===== src/rtl/up_sequencer_if.sv =====
// Sequencer <-> ROM/datapath bundle: fetch byte, ALU status in, PC/decode/enables out.
// Latency: n/a (signal bundle only).
// Backpressure: stall freezes the sequencer; master = sequencer, slave = ROM/datapath side.
// Ports: stall, program_byte, alu_c, alu_z (to sequencer); PC, phase, instr, oprnd,
//        address_RAM, c_flag, z_flag, alu_op, bus_sel, acc_we, flags_we, ram_re,
//        ram_we, out_we (from sequencer).
interface up_sequencer_if #(
   parameter int PC_W = 12
);
   logic            stall;
   logic [7:0]      program_byte;
   logic            alu_c;
   logic            alu_z;
   logic [PC_W-1:0] PC;
   logic            phase;
   logic [3:0]      instr;
   logic [3:0]      oprnd;
   logic [11:0]     address_RAM;
   logic            c_flag;
   logic            z_flag;
   logic [1:0]      alu_op;
   logic [1:0]      bus_sel;
   logic            acc_we;
   logic            flags_we;
   logic            ram_re;
   logic            ram_we;
   logic            out_we;

   modport master (
      input  stall, program_byte, alu_c, alu_z,
      output PC, phase, instr, oprnd, address_RAM, c_flag, z_flag,
             alu_op, bus_sel, acc_we, flags_we, ram_re, ram_we, out_we
   );

   modport slave (
      output stall, program_byte, alu_c, alu_z,
      input  PC, phase, instr, oprnd, address_RAM, c_flag, z_flag,
             alu_op, bus_sel, acc_we, flags_we, ram_re, ram_we, out_we
   );
endinterface


===== src/rtl/up_sequencer.sv =====
// Control unit of the 4-bit accumulator CPU: fetch/execute phase, PC, opcode latch, C/Z flags, decode.
// Latency: every instruction takes exactly 2 clocks (FETCH then EXECUTE); enables are combinational in EXECUTE.
// Backpressure: stall=1 holds all state and forces every enable to 0; the pending instruction resumes intact.
// Ports: clock, reset (async active-low), bus (up_sequencer_if.master) carrying ROM byte,
//        ALU status, PC/phase/opcode/flags and the datapath enables.
module up_sequencer #(
   parameter int              PC_W     = 12,
   parameter logic [PC_W-1:0] PC_RESET = '0
) (
   input  logic          clock,
   input  logic          reset,
   up_sequencer_if.master bus
);

   typedef enum logic {
      FETCH   = 1'b0,
      EXECUTE = 1'b1
   } phase_t;

   phase_t          state;
   logic [PC_W-1:0] pc_q;
   logic [3:0]      instr_q;
   logic [3:0]      oprnd_q;
   logic            c_q;
   logic            z_q;

   // Raw decode of the latched opcode; masked by 'active' before leaving the block.
   logic       active;
   logic       two_byte;
   logic       taken;
   logic [1:0] alu_raw;
   logic [1:0] sel_raw;
   logic       acc_raw;
   logic       flg_raw;
   logic       rre_raw;
   logic       rwe_raw;
   logic       owe_raw;

   // reset is part of the gate so enables fall asynchronously with reset.
   assign active = (state == EXECUTE) && !bus.stall && reset;

   always_comb begin
      two_byte = 1'b0;
      taken    = 1'b0;
      alu_raw  = 2'b00;
      sel_raw  = 2'b00;
      acc_raw  = 1'b0;
      flg_raw  = 1'b0;
      rre_raw  = 1'b0;
      rwe_raw  = 1'b0;
      owe_raw  = 1'b0;
      case (instr_q)
         4'h0: begin two_byte = 1'b1; taken = c_q;  end  // JC
         4'h1: begin two_byte = 1'b1; taken = !c_q; end  // JNC
         4'h8: begin two_byte = 1'b1; taken = z_q;  end  // JZ
         4'h9: begin two_byte = 1'b1; taken = !z_q; end  // JNZ
         4'hC: begin two_byte = 1'b1; taken = 1'b1; end  // JMP
         4'h2: begin sel_raw = 2'b01; alu_raw = 2'b01; flg_raw = 1'b1; end  // CMPI
         4'h3: begin                                                        // CMPM
            two_byte = 1'b1; sel_raw = 2'b10; rre_raw = 1'b1;
            alu_raw = 2'b01; flg_raw = 1'b1;
         end
         4'h4: begin sel_raw = 2'b01; alu_raw = 2'b00; acc_raw = 1'b1; end  // LIT
         4'h5: begin sel_raw = 2'b11; alu_raw = 2'b00; acc_raw = 1'b1; end  // IN
         4'h6: begin                                                        // LD
            two_byte = 1'b1; sel_raw = 2'b10; rre_raw = 1'b1;
            alu_raw = 2'b00; acc_raw = 1'b1;
         end
         4'h7: begin two_byte = 1'b1; sel_raw = 2'b00; rwe_raw = 1'b1; end  // ST
         4'hA: begin                                                        // ADDI
            sel_raw = 2'b01; alu_raw = 2'b10; acc_raw = 1'b1; flg_raw = 1'b1;
         end
         4'hB: begin                                                        // ADDM
            two_byte = 1'b1; sel_raw = 2'b10; rre_raw = 1'b1;
            alu_raw = 2'b10; acc_raw = 1'b1; flg_raw = 1'b1;
         end
         4'hD: begin sel_raw = 2'b00; owe_raw = 1'b1; end                   // OUT
         4'hE: begin                                                        // NANDI
            sel_raw = 2'b01; alu_raw = 2'b11; acc_raw = 1'b1; flg_raw = 1'b1;
         end
         4'hF: begin                                                        // NANDM
            two_byte = 1'b1; sel_raw = 2'b10; rre_raw = 1'b1;
            alu_raw = 2'b11; acc_raw = 1'b1; flg_raw = 1'b1;
         end
         default: ;
      endcase
   end

   always_ff @(posedge clock or negedge reset) begin
      if (!reset) begin
         state   <= FETCH;
         pc_q    <= PC_RESET;
         instr_q <= 4'h0;
         oprnd_q <= 4'h0;
         c_q     <= 1'b0;
         z_q     <= 1'b0;
      end else if (!bus.stall) begin
         case (state)
            FETCH: begin
               instr_q <= bus.program_byte[7:4];
               oprnd_q <= bus.program_byte[3:0];
               pc_q    <= pc_q + 1'b1;
               state   <= EXECUTE;
            end
            EXECUTE: begin
               state <= FETCH;
               if (flg_raw) begin
                  c_q <= bus.alu_c;
                  z_q <= bus.alu_z;
               end
               // The second byte of a 2-byte opcode is on program_byte right now.
               if (taken)
                  pc_q <= PC_W'({oprnd_q, bus.program_byte});
               else if (two_byte)
                  pc_q <= pc_q + 1'b1;
            end
            default: state <= FETCH;
         endcase
      end
   end

   assign bus.PC          = pc_q;
   assign bus.phase       = (state == EXECUTE);
   assign bus.instr       = instr_q;
   assign bus.oprnd       = oprnd_q;
   assign bus.address_RAM = {oprnd_q, bus.program_byte};
   assign bus.c_flag      = c_q;
   assign bus.z_flag      = z_q;
   assign bus.alu_op      = active ? alu_raw : 2'b00;
   assign bus.bus_sel     = active ? sel_raw : 2'b00;
   assign bus.acc_we      = active & acc_raw;
   assign bus.flags_we    = active & flg_raw;
   assign bus.ram_re      = active & rre_raw;
   assign bus.ram_we      = active & rwe_raw;
   assign bus.out_we      = active & owe_raw;

endmodule


===== src/flat_wrapper.sv =====
// flat-port wrapper written by rule: the top's interface ports become plain ports
module up_sequencer_flat 
#(
   parameter int              PC_W     = 12,
   parameter logic [PC_W-1:0] PC_RESET = '0
)
  (clock, reset, bus_stall, bus_program_byte, bus_alu_c, bus_alu_z, bus_PC, bus_phase, bus_instr, bus_oprnd, bus_address_RAM, bus_c_flag, bus_z_flag, bus_alu_op, bus_bus_sel, bus_acc_we, bus_flags_we, bus_ram_re, bus_ram_we, bus_out_we);
  up_sequencer_if #(.PC_W(PC_W)) bus_i ();
  input  logic clock;
  input  logic reset;
  input wire logic [$bits(bus_i.stall)-1:0] bus_stall;
  input wire logic [$bits(bus_i.program_byte)-1:0] bus_program_byte;
  input wire logic [$bits(bus_i.alu_c)-1:0] bus_alu_c;
  input wire logic [$bits(bus_i.alu_z)-1:0] bus_alu_z;
  output wire logic [$bits(bus_i.PC)-1:0] bus_PC;
  output wire logic [$bits(bus_i.phase)-1:0] bus_phase;
  output wire logic [$bits(bus_i.instr)-1:0] bus_instr;
  output wire logic [$bits(bus_i.oprnd)-1:0] bus_oprnd;
  output wire logic [$bits(bus_i.address_RAM)-1:0] bus_address_RAM;
  output wire logic [$bits(bus_i.c_flag)-1:0] bus_c_flag;
  output wire logic [$bits(bus_i.z_flag)-1:0] bus_z_flag;
  output wire logic [$bits(bus_i.alu_op)-1:0] bus_alu_op;
  output wire logic [$bits(bus_i.bus_sel)-1:0] bus_bus_sel;
  output wire logic [$bits(bus_i.acc_we)-1:0] bus_acc_we;
  output wire logic [$bits(bus_i.flags_we)-1:0] bus_flags_we;
  output wire logic [$bits(bus_i.ram_re)-1:0] bus_ram_re;
  output wire logic [$bits(bus_i.ram_we)-1:0] bus_ram_we;
  output wire logic [$bits(bus_i.out_we)-1:0] bus_out_we;
  assign bus_i.stall = bus_stall;
  assign bus_i.program_byte = bus_program_byte;
  assign bus_i.alu_c = bus_alu_c;
  assign bus_i.alu_z = bus_alu_z;
  assign bus_PC = bus_i.PC;
  assign bus_phase = bus_i.phase;
  assign bus_instr = bus_i.instr;
  assign bus_oprnd = bus_i.oprnd;
  assign bus_address_RAM = bus_i.address_RAM;
  assign bus_c_flag = bus_i.c_flag;
  assign bus_z_flag = bus_i.z_flag;
  assign bus_alu_op = bus_i.alu_op;
  assign bus_bus_sel = bus_i.bus_sel;
  assign bus_acc_we = bus_i.acc_we;
  assign bus_flags_we = bus_i.flags_we;
  assign bus_ram_re = bus_i.ram_re;
  assign bus_ram_we = bus_i.ram_we;
  assign bus_out_we = bus_i.out_we;
  up_sequencer #(.PC_W(PC_W), .PC_RESET(PC_RESET)) u_core (.clock(clock), .reset(reset), .bus(bus_i));
endmodule

===== config.mk =====
export PLATFORM = sky130hd
export DESIGN_NAME = up_sequencer_flat
export DESIGN_NICKNAME = d
export VERILOG_FILES = /design/src/rtl/up_sequencer_if.sv /design/src/rtl/up_sequencer.sv /design/src/flat_wrapper.sv
export SDC_FILE = /design/constraint.sdc
export NUM_CORES = 1
export LEC_CHECK = 0
export BUFFER_PORTS_ARGS = -buffer_cell sky130_fd_sc_hd__buf_2
export CORE_MARGIN = 5
export CORE_UTILIZATION = 46
export CTS_BUF_LIST = sky130_fd_sc_hd__clkbuf_4 sky130_fd_sc_hd__clkbuf_8
export DETAILED_ROUTE_END_ITERATION = 6
export PLACE_DENSITY_LB_ADDON = 0.3
export RECOVER_POWER = 50
export SETUP_SLACK_MARGIN = 0.15
export SYNTH_ARGS = -nofsm -noshare
export SYNTH_HDL_FRONTEND = slang
export SYNTH_SLANG_ARGS = --single-unit

===== constraint.sdc =====
create_clock -name clock -period 2 [get_ports clock]
set_input_delay 0.4 -clock clock [delete_from_list [all_inputs] [get_ports clock]]
set_output_delay 0.4 -clock clock [all_outputs]
set_load 0.02 [all_outputs]

==> results.yml, run 1 <==
timing:
  post-route-period-util_pct: 101
  fmax_mhz: 497
  worst_pin_slew_ns: 1.22
  final-setup-viol-count: 3
  slew_headroom_pct: 18.7
  skew_ns: 0.00909
  slew_violations: 0
  hold_viol_final: 0
  rsz0062_at_grt: "true"
  period_minus_slack_ns: 2.01
  setup_ws_ns: -0.0135
setup_path:
  path_buf_inv: 3
  required_ns: 2.21
  cp_slowest_cell: "dfrtp_2"
  crit_path_max_fanout: 6
  critPathKind: "reg2reg"
  setup.worst_path.end_class: "flop"
  cpMostUsedCell: "buf_6"
  cpPeakStageDelay_ns: 0.47
  start_kind: "flop"
  crit_arrival_ns: 2.23
  path_cells: "buf_6, or3_4, a311oi_4, buf_6, buf_12, mux2i_2, a22oi_2"
  cp_top_family: "flip-flops"
clocking:
  numCtsBuffers: 3
  cts_tree: "done"
  clock-sinks: 23
  cts.clk_slew.worst_paths_ns: 0.12
  cts_buffer_depth: 2
  htree_levels: 1
  root_buffer: "clkbuf_4"
  worstSkewPairLatency_ns: 0.32
grt:
  antenna_found_initial: 0
  grt-ovfl-total: 0
  grt.met2_usage_pct: 33.8
  grt_pass1_wl_um: 6780
  grt_max_degree: 23
  grt.met3_usage_pct: 3.16
  track_usage_pct: 19.7
  use_met1_pct: 24.2
  grt_busiest_layer: "met2"
  grt_pass1_vias: 1444
routing:
  num_vias: 1475
  first_pass_iters: 6
  via_per_inst: 5.21
  ant_nets: 0
  wl_um: 4730
  drt_iter0_markers: 64
  wire_per_inst_um: 16.7
  drcViolationCount: 0
flow_run:
  drv_cap: 0
pwr:
  leakage_uw: 0.00105
  power.density_mw_per_mm2: 1660
  ir_drop_mv: 0.749
floorplanning:
  core.rowCount: 21
  chipHeight_um: 67.7
  core_area_mm2: 0.00328
  fp.dieW_um: 67.7
  die_area_mm2: 0.00458
  ios: 57
  start_util_pct: 46.6
cells_and_area:
  nets: 252
  multiInputGateArea_um2: 921
  finish.utilization_pct: 70.5
  fillCellCount: 252
  diodes: 0
  drive_gt1_share_pct: 51.5
  seqCellArea_um2: 581
  syn_to_final_growth_pct: 51.3
  layout_commonest_cell: "buf_2"
  mostFrequentLayoutCells: "buf_2 (33), buf_4 (19), dfrtp_1 (19)"
logic_synthesis:
  yosys.cell_types.count: 38
  syn_nets: 174
  yosysWarnings: 0
  synthCells: 160
  postSynthAreaPerCell_um2: 9.56
  synth_seq_cells: 23
  seq_area_frac_synth_pct: 37.6
  syn_area_mm2: 0.00153
placed_design:
  place.gp.congestion: 0.816
  io_buffers: 56
  dpl.hpwl_um: 2940
  pre_cts_ws_ns: 0.0565
status:
  violations: "negative setup slack"
  run_status: "finished with violations"
hold_path:
  min_path_type: "in2reg"
[worst reg2reg max path, stage by stage, from the launching register on]
cell      delay, ns
dfrtp_2        0.47
buf_6          0.14
or3_4          0.37
a311oi_4       0.30
buf_6          0.16
buf_12         0.13
mux2i_2        0.24
a22oi_2        0.10
[final timing paths]
check,startpoint,endpoint,slack [ns],depth (start not counted)
min reg2reg,u_core.bus.PC[11]$_DFFE_PN0P_,u_core.bus.PC[11]$_DFFE_PN0P_,0.53,1
min,bus_alu_z,u_core.bus.z_flag$_DFFE_PN0P_,0.30,3
max in group asynchronous,reset,u_core.bus.instr[3]$_DFFE_PN0P_,0.72,2
max reg2reg,u_core.bus.instr[2]$_DFFE_PN0P_,u_core.bus.PC[9]$_DFFE_PN0P_,-0.01,7
min in group asynchronous,reset,u_core.bus.instr[2]$_DFFE_PN0P_,0.46,2
max,u_core.bus.instr[2]$_DFFE_PN0P_,u_core.bus.PC[9]$_DFFE_PN0P_,-0.01,7
[cell type report]
| cell class | instances | area share [%] |
|---|---|---|
| Clock buffer | 4 | 1.30 |
| Inverter | 12 | 1.94 |
| Multi-Input combinational cell | 106 | 39.8 |
| Sequential cell | 23 | 25.1 |
| Tap cell | 46 | 2.49 |
| Timing Repair Buffer | 92 | 29.4 |
[power breakdown]
group,internal (uW),leakage [uW],switching (uW)
sequential,699,0.000265,302
clock,91.8,0.0000184,147
combinational,1260,0.000765,1340
total,2050,0.00105,1790
[synth_stat cells (all sizes together)]
library cell,count,share of area [%]
o22ai,1,0.41
nand2b,5,2.0
nand3b,2,0.98
mux2,8,5.9
nor3,4,1.3
and3,7,2.9
and4,3,1.7
nor2b,3,1.2
buf,17,8.6
nor4b,1,0.57
mux2i,10,6.5
nand2,13,3.2
a21oi,4,1.6
nor2,4,0.98
a211o,1,0.57
inv,12,2.9
nand3,4,1.3
a21boi,1,0.49
dfrtp,23,38
o311ai,1,0.57
a21o,1,0.49
a22oi,6,4.6
or3,1,0.74
xnor2,3,1.7
nand4,1,0.41
a311oi,2,2.3
o2bb2ai,3,1.7
ha,1,0.82
o21ai,14,4.6
and2,2,0.82
clkbuf,2,0.49
[through the flow]
step	std cells	hold WS (ns)	setup TNS (ns)	power, uW	area [um^2]
2_1_floorplan	160	0.104	0	2310	1550
3_3_place_gp	252	0.198	0	2770	1830
3_5_place_dp	252	0.200	0	2830	1830
4_1_cts	276	0.103	0	3410	2090
5_1_grt	283	0.304	-0.443	4060	2320
6_report	283	0.295	-0.0261	3840	2320
[flip-flops by register name, indices dropped and copies added (netlist names)]
signal and count:
u_core.bus.PC 12, u_core.bus.instr 4, u_core.bus.oprnd 4, u_core.bus.c_flag 1
u_core.bus.phase 1, u_core.bus.z_flag 1
[routing by layer]
| metal | wire, um | up-vias |
|---|---|---|
| li1 | - | 707 |
| met1 | 1890 | 710 |
| met2 | 2520 | 52 |
| met3 | 237 | 6 |
| met4 | 89 | 0 |
| met5 | 0 | - |
[repair_timing]
| action | 4_1_cts | 5_1_grt |
|---|---|---|
| endpoints found under the setup margin | 19 | 23 |
| resized for setup | 20 | 40 |
| gates cloned | 1 | 2 |
| pin swaps | 7 | 15 |
| hold endpoints to repair | 1 | 0 |
| hold buffers | 1 | 0 |
| buffers inserted | 18 | 5 |
[cells by family (layout without fill, tap and decap cells)]
family / Yosys count / after routing / synth area share (%)
simple gates: 50 / 50 / 18.2
compound gates: 34 / 34 / 17.3
buf+inv: 31 / 108 / 12.0
flops: 23 / 23 / 37.6
mux: 18 / 18 / 12.4
xor+xnor: 3 / 3 / 1.72
fa+ha+maj: 1 / 1 / 0.818
Note: power is estimated with default switching activity, not from simulation.
==> run 2: changes to the inputs <==
Settings changed: ABC_AREA set to 1, CORE_UTILIZATION 46 to 47.
==> run 2 against run 1 <==
Against the previous run: the flow now finishes without violations; maximum frequency rose by 10%; clock-buffer cell count fell by 1; critical path type is now reg2out; non-clock buffer count fell by 29; clock power rose by 23%; sequential share of layout area rose by 3.1 points; synthesized cell count rose by 48%; global-route usage fell by 2.2 points; via count rose by 11%; worst hold slack improved by 0.082 ns; worst setup slack improved by 0.19 ns; critical endpoint is now bus_bus_sel[1].
==> results.yml, run 2 <==
status:
  run_status: "completed"
grt:
  grt_pass1_wl_um: 7100
  antenna_found_initial: 0
  grt_pass1_vias: 1511
  grt_max_degree: 24
  track_usage_pct: 17.4
  grt-ovfl-total: 0
logic_synthesis:
  synthFlopType: "dfrtp_1"
  syn_area_mm2: 0.00175
  synth.largest_area_cell: "dfrtp_1"
  yosysWarnings: 0
  ys_top_cells_by_count: "nand2_1 (47), inv_1 (28), nand2_2 (26), dfrtp_1 (23), nand3_1 (21)"
  async_flop_share_pct: 100
  synth.most_common_cell: "nand2_1"
  postSynthAreaPerCell_um2: 7.42
  synth.area.top_cells: "dfrtp_1 (33%), nand2_1 (10%), nand2_2 (9.3%)"
  synth_seq_cells: 23
  yosys.cell_types.count: 31
  netlist.area_leader.share_pct: 32.9
  synth_edf_count: 0
  synthCells: 236
  seq_area_frac_synth_pct: 32.9
  syn_nets: 250
placed_design:
  dpl.hpwl_um: 3220
  place.gp.congestion: 0.895
  placed_area_mm2: 0.00197
  io_buffers: 56
  place_inst: 324
setup_path:
  required_ns: 1.60
  cp.depth: 7
  crit_path_max_fanout: 7
  r2r_start: "u_core.bus.instr[1]$_DFFE_PN0P_"
  reg2regPathDepth: 6
  path_buf_inv: 3
  critPathKind: "reg2out"
  crit_arrival_ns: 1.42
  cp_slowest_cell: "dfrtp_1"
  setup.worst_path.end_class: "output pin"
  startpoint: "u_core.bus.instr[3]$_DFFE_PN0P_"
  path_cells: "inv_2, nand2_4, inv_2, nor2_1, nor2_1, a21oi_1, buf_4"
  start_kind: "flop"
  cp_top_family: "flip-flops"
  cpPeakStageDelay_ns: 0.42
floorplanning:
  start_util_pct: 48.2
  die_area_mm2: 0.00505
  fp.dieW_um: 71.1
  core.rowCount: 22
  ios: 57
  chipHeight_um: 71.1
  core_area_mm2: 0.00363
cells_and_area:
  mostFrequentLayoutCells: "nand2_1 (47), buf_2 (38), inv_1 (26)"
  drive_gt1_share_pct: 37.7
  fin_area_mm2: 0.00206
  layout_commonest_cell: "nand2_1"
  diodes: 0
  syn_to_final_growth_pct: 17.6
  instances_no_fill: 332
  largest_reg_flops: 12
  fillCellCount: 372
  nets: 299
pwr:
  ir_drop_mv: 0.717
  power_uw: 3440
  leakage_uw: 0.00108
  power.density_mw_per_mm2: 1670
clocking:
  cts_tree: "done"
  clock-sinks: 23
  numCtsBuffers: 3
  cts_buffer_depth: 2
  worstSkewPairLatency_ns: 0.27
  root_buffer: "clkbuf_8"
  holdBufCountCts: 0
  htree_levels: 1
  cts.clk_slew.worst_paths_ns: 0.08
routing:
  via_per_inst: 4.92
  drcViolationCount: 0
  first_pass_iters: 4
  wl_um: 4250
  wire_per_inst_um: 12.8
  num_vias: 1634
  ant_nets: 0
  drt_iter0_markers: 71
timing:
  skew_ns: 0.00581
  hold_viol_final: 0
  fmax_mhz: 549
  worst_hold_slack_ns: 0.377
  final-setup-viol-count: 0
  rsz0062_at_grt: "true"
  setup_tns_ns: 0
  worst_pin_slew_ns: 1.30
  slew_headroom_pct: 13.2
  post-route-period-util_pct: 91.1
  period_minus_slack_ns: 1.82
  slew_violations: 0
hold_path:
  min_from: "bus_alu_c"
  hold_path_depth: 2
  min_path_type: "in2reg"
flow_run:
  drv_cap: 0
-- run 2: cell count changes in the layout (fill, tap and decap cells not counted), sizes merged, moves of 5 or more --
cell	delta
mux2	-7
inv	+22
a22oi	-6
nand2b	-5
buf	-27
nand2	+61
mux2i	-10
nand3	+30
and3	-7
nor2	+13
-- run 2: logic make-up after synthesis --
family | count (synthesis) | synth area share [%]
AO/OA/AOI/OAI | 18 | 6.07
multiplexers | 1 | 0.643
flip-flops | 23 | 32.9
AND/OR/NAND/NOR | 135 | 41.0
adder cells (fa/ha/maj) | 1 | 0.714
XOR/XNOR | 5 | 2.50
buffers and inverters | 53 | 16.2
-- run 2: final cells by class --
cell class,count,area (um^2),area share [%]
Inverter,34,130,6.32
Multi-Input combinational cell,160,930,45.1
Tap cell,48,60.1,2.92
Timing Repair Buffer,63,314,15.2
Clock inverter,1,5.00,0.243
Sequential cell,23,579,28.1
Clock buffer,3,41.3,2.00
-- run 2: path summary, 6_finish.rpt --
check                                                        to  slack [ns]
worst min register to register    u_core.bus.c_flag$_DFFE_PN0P_        0.56
min in group asynchronous          u_core.bus.PC[4]$_DFFE_PN0P_        0.52
max in group asynchronous       u_core.bus.instr[1]$_DFFE_PN0P_        0.62
worst min-delay path              u_core.bus.c_flag$_DFFE_PN0P_        0.38
worst max register to register    u_core.bus.PC[11]$_DFFE_PN0P_        0.34
worst max-delay path                             bus_bus_sel[1]        0.18
-- run 2: what timing repair did --
item	in CTS	in global routing
gates resized for setup	3	11
endpoints found under the setup margin	8	18
gates cloned	0	0
setup buffers	1	3
pin swaps	1	2
-- run 2: stage by stage --
stage               setup slack [ns]  utilization, %
global route                   0.106            56.7
CTS                            0.156            55.9
finish                         0.177            56.7
detailed placement             0.160            54.2
global placement               0.214            54.2
floorplan                      0.101               -
-- run 2: layer usage --
layer | vias to the layer above | GRT usage (%) | share of wire (%)
li1 | 831 | - | -
met1 | 761 | 24.3 | 46
met2 | 40 | 28.4 | 48
met3 | 2 | 2.56 | 4.7
met4 | 0 | 4.38 | 0.49
met5 | - | 0 | 0
-- run 2: where the power goes --
part | internal (uW) | switching, uW | total [uW]
Clock | 139 | 154 | 293
Combinational | 726 | 1450 | 2180
Sequential | 687 | 277 | 964
Total | 1550 | 1880 | 3440
==> run 3: changes to the inputs <==
Settings changed: PLACE_DENSITY set to 0.81, PLACE_DENSITY_LB_ADDON 0.3 to not set.
==> run 3 against run 2 <==
Against the previous run: combinational power up 2%; utilization grew 0.17 points; via count rose by 2.7%; cell area rose by 0.30%; maximum frequency increased by 1.3%; critical path type unchanged.
==> results.yml, run 3 (synthesis gave the netlist of run 2 again) <==
status:
  run_status: "completed"
placed_design:
  io_buffers: 56
  place.gp.congestion: 0.872
  dpl.hpwl_um: 3280
timing:
  skew_ns: 0.00267
  fmax_mhz: 556
  slew_headroom_pct: 14.6
  setup_tns_ns: 0
  period_minus_slack_ns: 1.80
  slew_violations: 0
  hold_viol_final: 0
  final-setup-viol-count: 0
  worst_hold_slack_ns: 0.368
  post-route-period-util_pct: 89.9
  worst_pin_slew_ns: 1.28
  rsz0062_at_grt: "true"
floorplanning:
  chipHeight_um: 71.1
  ios: 57
  start_util_pct: 48.2
  fp.dieW_um: 71.1
  die_area_mm2: 0.00505
  core_area_mm2: 0.00363
  core.rowCount: 22
pwr:
  power.density_mw_per_mm2: 1690
  leakage_uw: 0.00110
  ir_drop_mv: 0.847
clocking:
  cts.clk_slew.worst_paths_ns: 0.08
  cts_buffer_depth: 2
  clock-sinks: 23
  worstSkewPairLatency_ns: 0.26
  numCtsBuffers: 3
  htree_levels: 1
  root_buffer: "clkbuf_8"
  cts_tree: "done"
  holdBufCountCts: 0
hold_path:
  min_to: "u_core.bus.c_flag$_DFFE_PN0P_"
  hold_path_depth: 2
  min_path_type: "in2reg"
  min_from: "bus_alu_c"
cells_and_area:
  fillCellCount: 371
  largest_reg_flops: 12
  syn_to_final_growth_pct: 17.9
  layout_commonest_cell: "nand2_1"
  drive_gt1_share_pct: 37.8
  mostFrequentLayoutCells: "nand2_1 (47), buf_2 (43), inv_1 (27)"
  diodes: 0
  nets: 301
routing:
  num_vias: 1678
  drcViolationCount: 0
  drt_iter0_markers: 165
  first_pass_iters: 4
  wl_um: 4410
  via_per_inst: 5.02
  wire_per_inst_um: 13.2
  ant_nets: 0
setup_path:
  r2r_start: "u_core.bus.instr[1]$_DFFE_PN0P_"
  required_ns: 1.60
  r2r-end: "u_core.bus.PC[7]$_DFFE_PN0P_"
  crit_arrival_ns: 1.40
  rrSetupSlack_ns: 0.34
  startpoint: "u_core.bus.instr[1]$_DFFE_PN0P_"
  start_kind: "flop"
  crit_path_max_fanout: 7
  reg2regPathDepth: 7
  critPathKind: "reg2out"
  setup.worst_path.end_class: "output pin"
grt:
  track_usage_pct: 17.4
  grt_max_degree: 24
  grt_pass1_wl_um: 7090
  antenna_found_initial: 0
  grt-ovfl-total: 0
  grt_pass1_vias: 1508
flow_run:
  drv_cap: 0
[run 3: changes by cell type in the layout (fill, tap and decap cells not counted), sizes merged]
| cell | previous run | this run |
|---|---|---|
| buf | 45 | 49 |
| clkbuf | 21 | 20 |
| clkinv | 1 | 0 |
[run 3: how the worst max path moves through the flow]
| stage | to | slack, ns | cells after the start |
|---|---|---|---|
| finish | bus_bus_sel[1] | 0.20 | 6 |
| global route | bus_bus_sel[1] | 0.07 | 6 |
| CTS | bus_bus_sel[1] | 0.17 | 6 |
| detailed placement | u_core.bus.PC[11]$_DFFE_PN0P_ | 0.17 | 6 |
| global placement | bus_acc_we | 0.17 | 7 |
| floorplan | bus_out_we | 0.10 | 5 |
[run 3: worst max-delay path, stage by stage (launching register included)]
cell and delay [ns]:
dfrtp_1 0.45, inv_2 0.16, nand2_2 0.10, inv_2 0.07, nand2_1 0.05, a21oi_1 0.12, buf_2 0.17
[run 3: timing repair]
item | in CTS | in global routing
gates resized for setup | 3 | 5
setup endpoints to repair | 8 | 8
setup buffers | 2 | 4
pin swaps | 0 | 2
[run 3: metal layers]
layer	vias to the layer above	GRT usage [%]	share of wire (%)
met5	-	0	0
met4	0	6.47	1.5
met3	6	2.13	5.7
met2	55	30.2	51
met1	783	22.2	42
li1	834	-	-
[run 3: per-stage QoR]
step	instance area, um^2	util (%)	total power (uW)	setup WS (ns)	cells
2_1_floorplan	1760	-	2680	0.101	236
3_3_place_gp	1970	54.2	3020	0.174	324
3_5_place_dp	1970	54.2	3070	0.172	324
4_1_cts	2050	56.3	3430	0.175	330
5_1_grt	2070	56.9	3760	0.0685	334
6_report	2070	56.9	3480	0.202	334
[run 3: where the power goes]
| part | internal [uW] | total, uW | leakage (uW) | switching, uW |
|---|---|---|---|---|
| Clock | 156 | 307 | 0.0000262 | 151 |
| Sequential | 686 | 957 | 0.000283 | 272 |
| Combinational | 747 | 2220 | 0.000787 | 1470 |
| Total | 1590 | 3480 | 0.00110 | 1890 |
[run 3: area by class of cell]
class | count | area [um^2] | area share, %
Clock buffer | 4 | 48.8 | 2.36
Inverter | 34 | 128 | 6.18
Multi-Input combinational cell | 160 | 927 | 44.9
Sequential cell | 23 | 578 | 28.0
Tap cell | 48 | 60.1 | 2.91
Timing Repair Buffer | 65 | 324 | 15.7
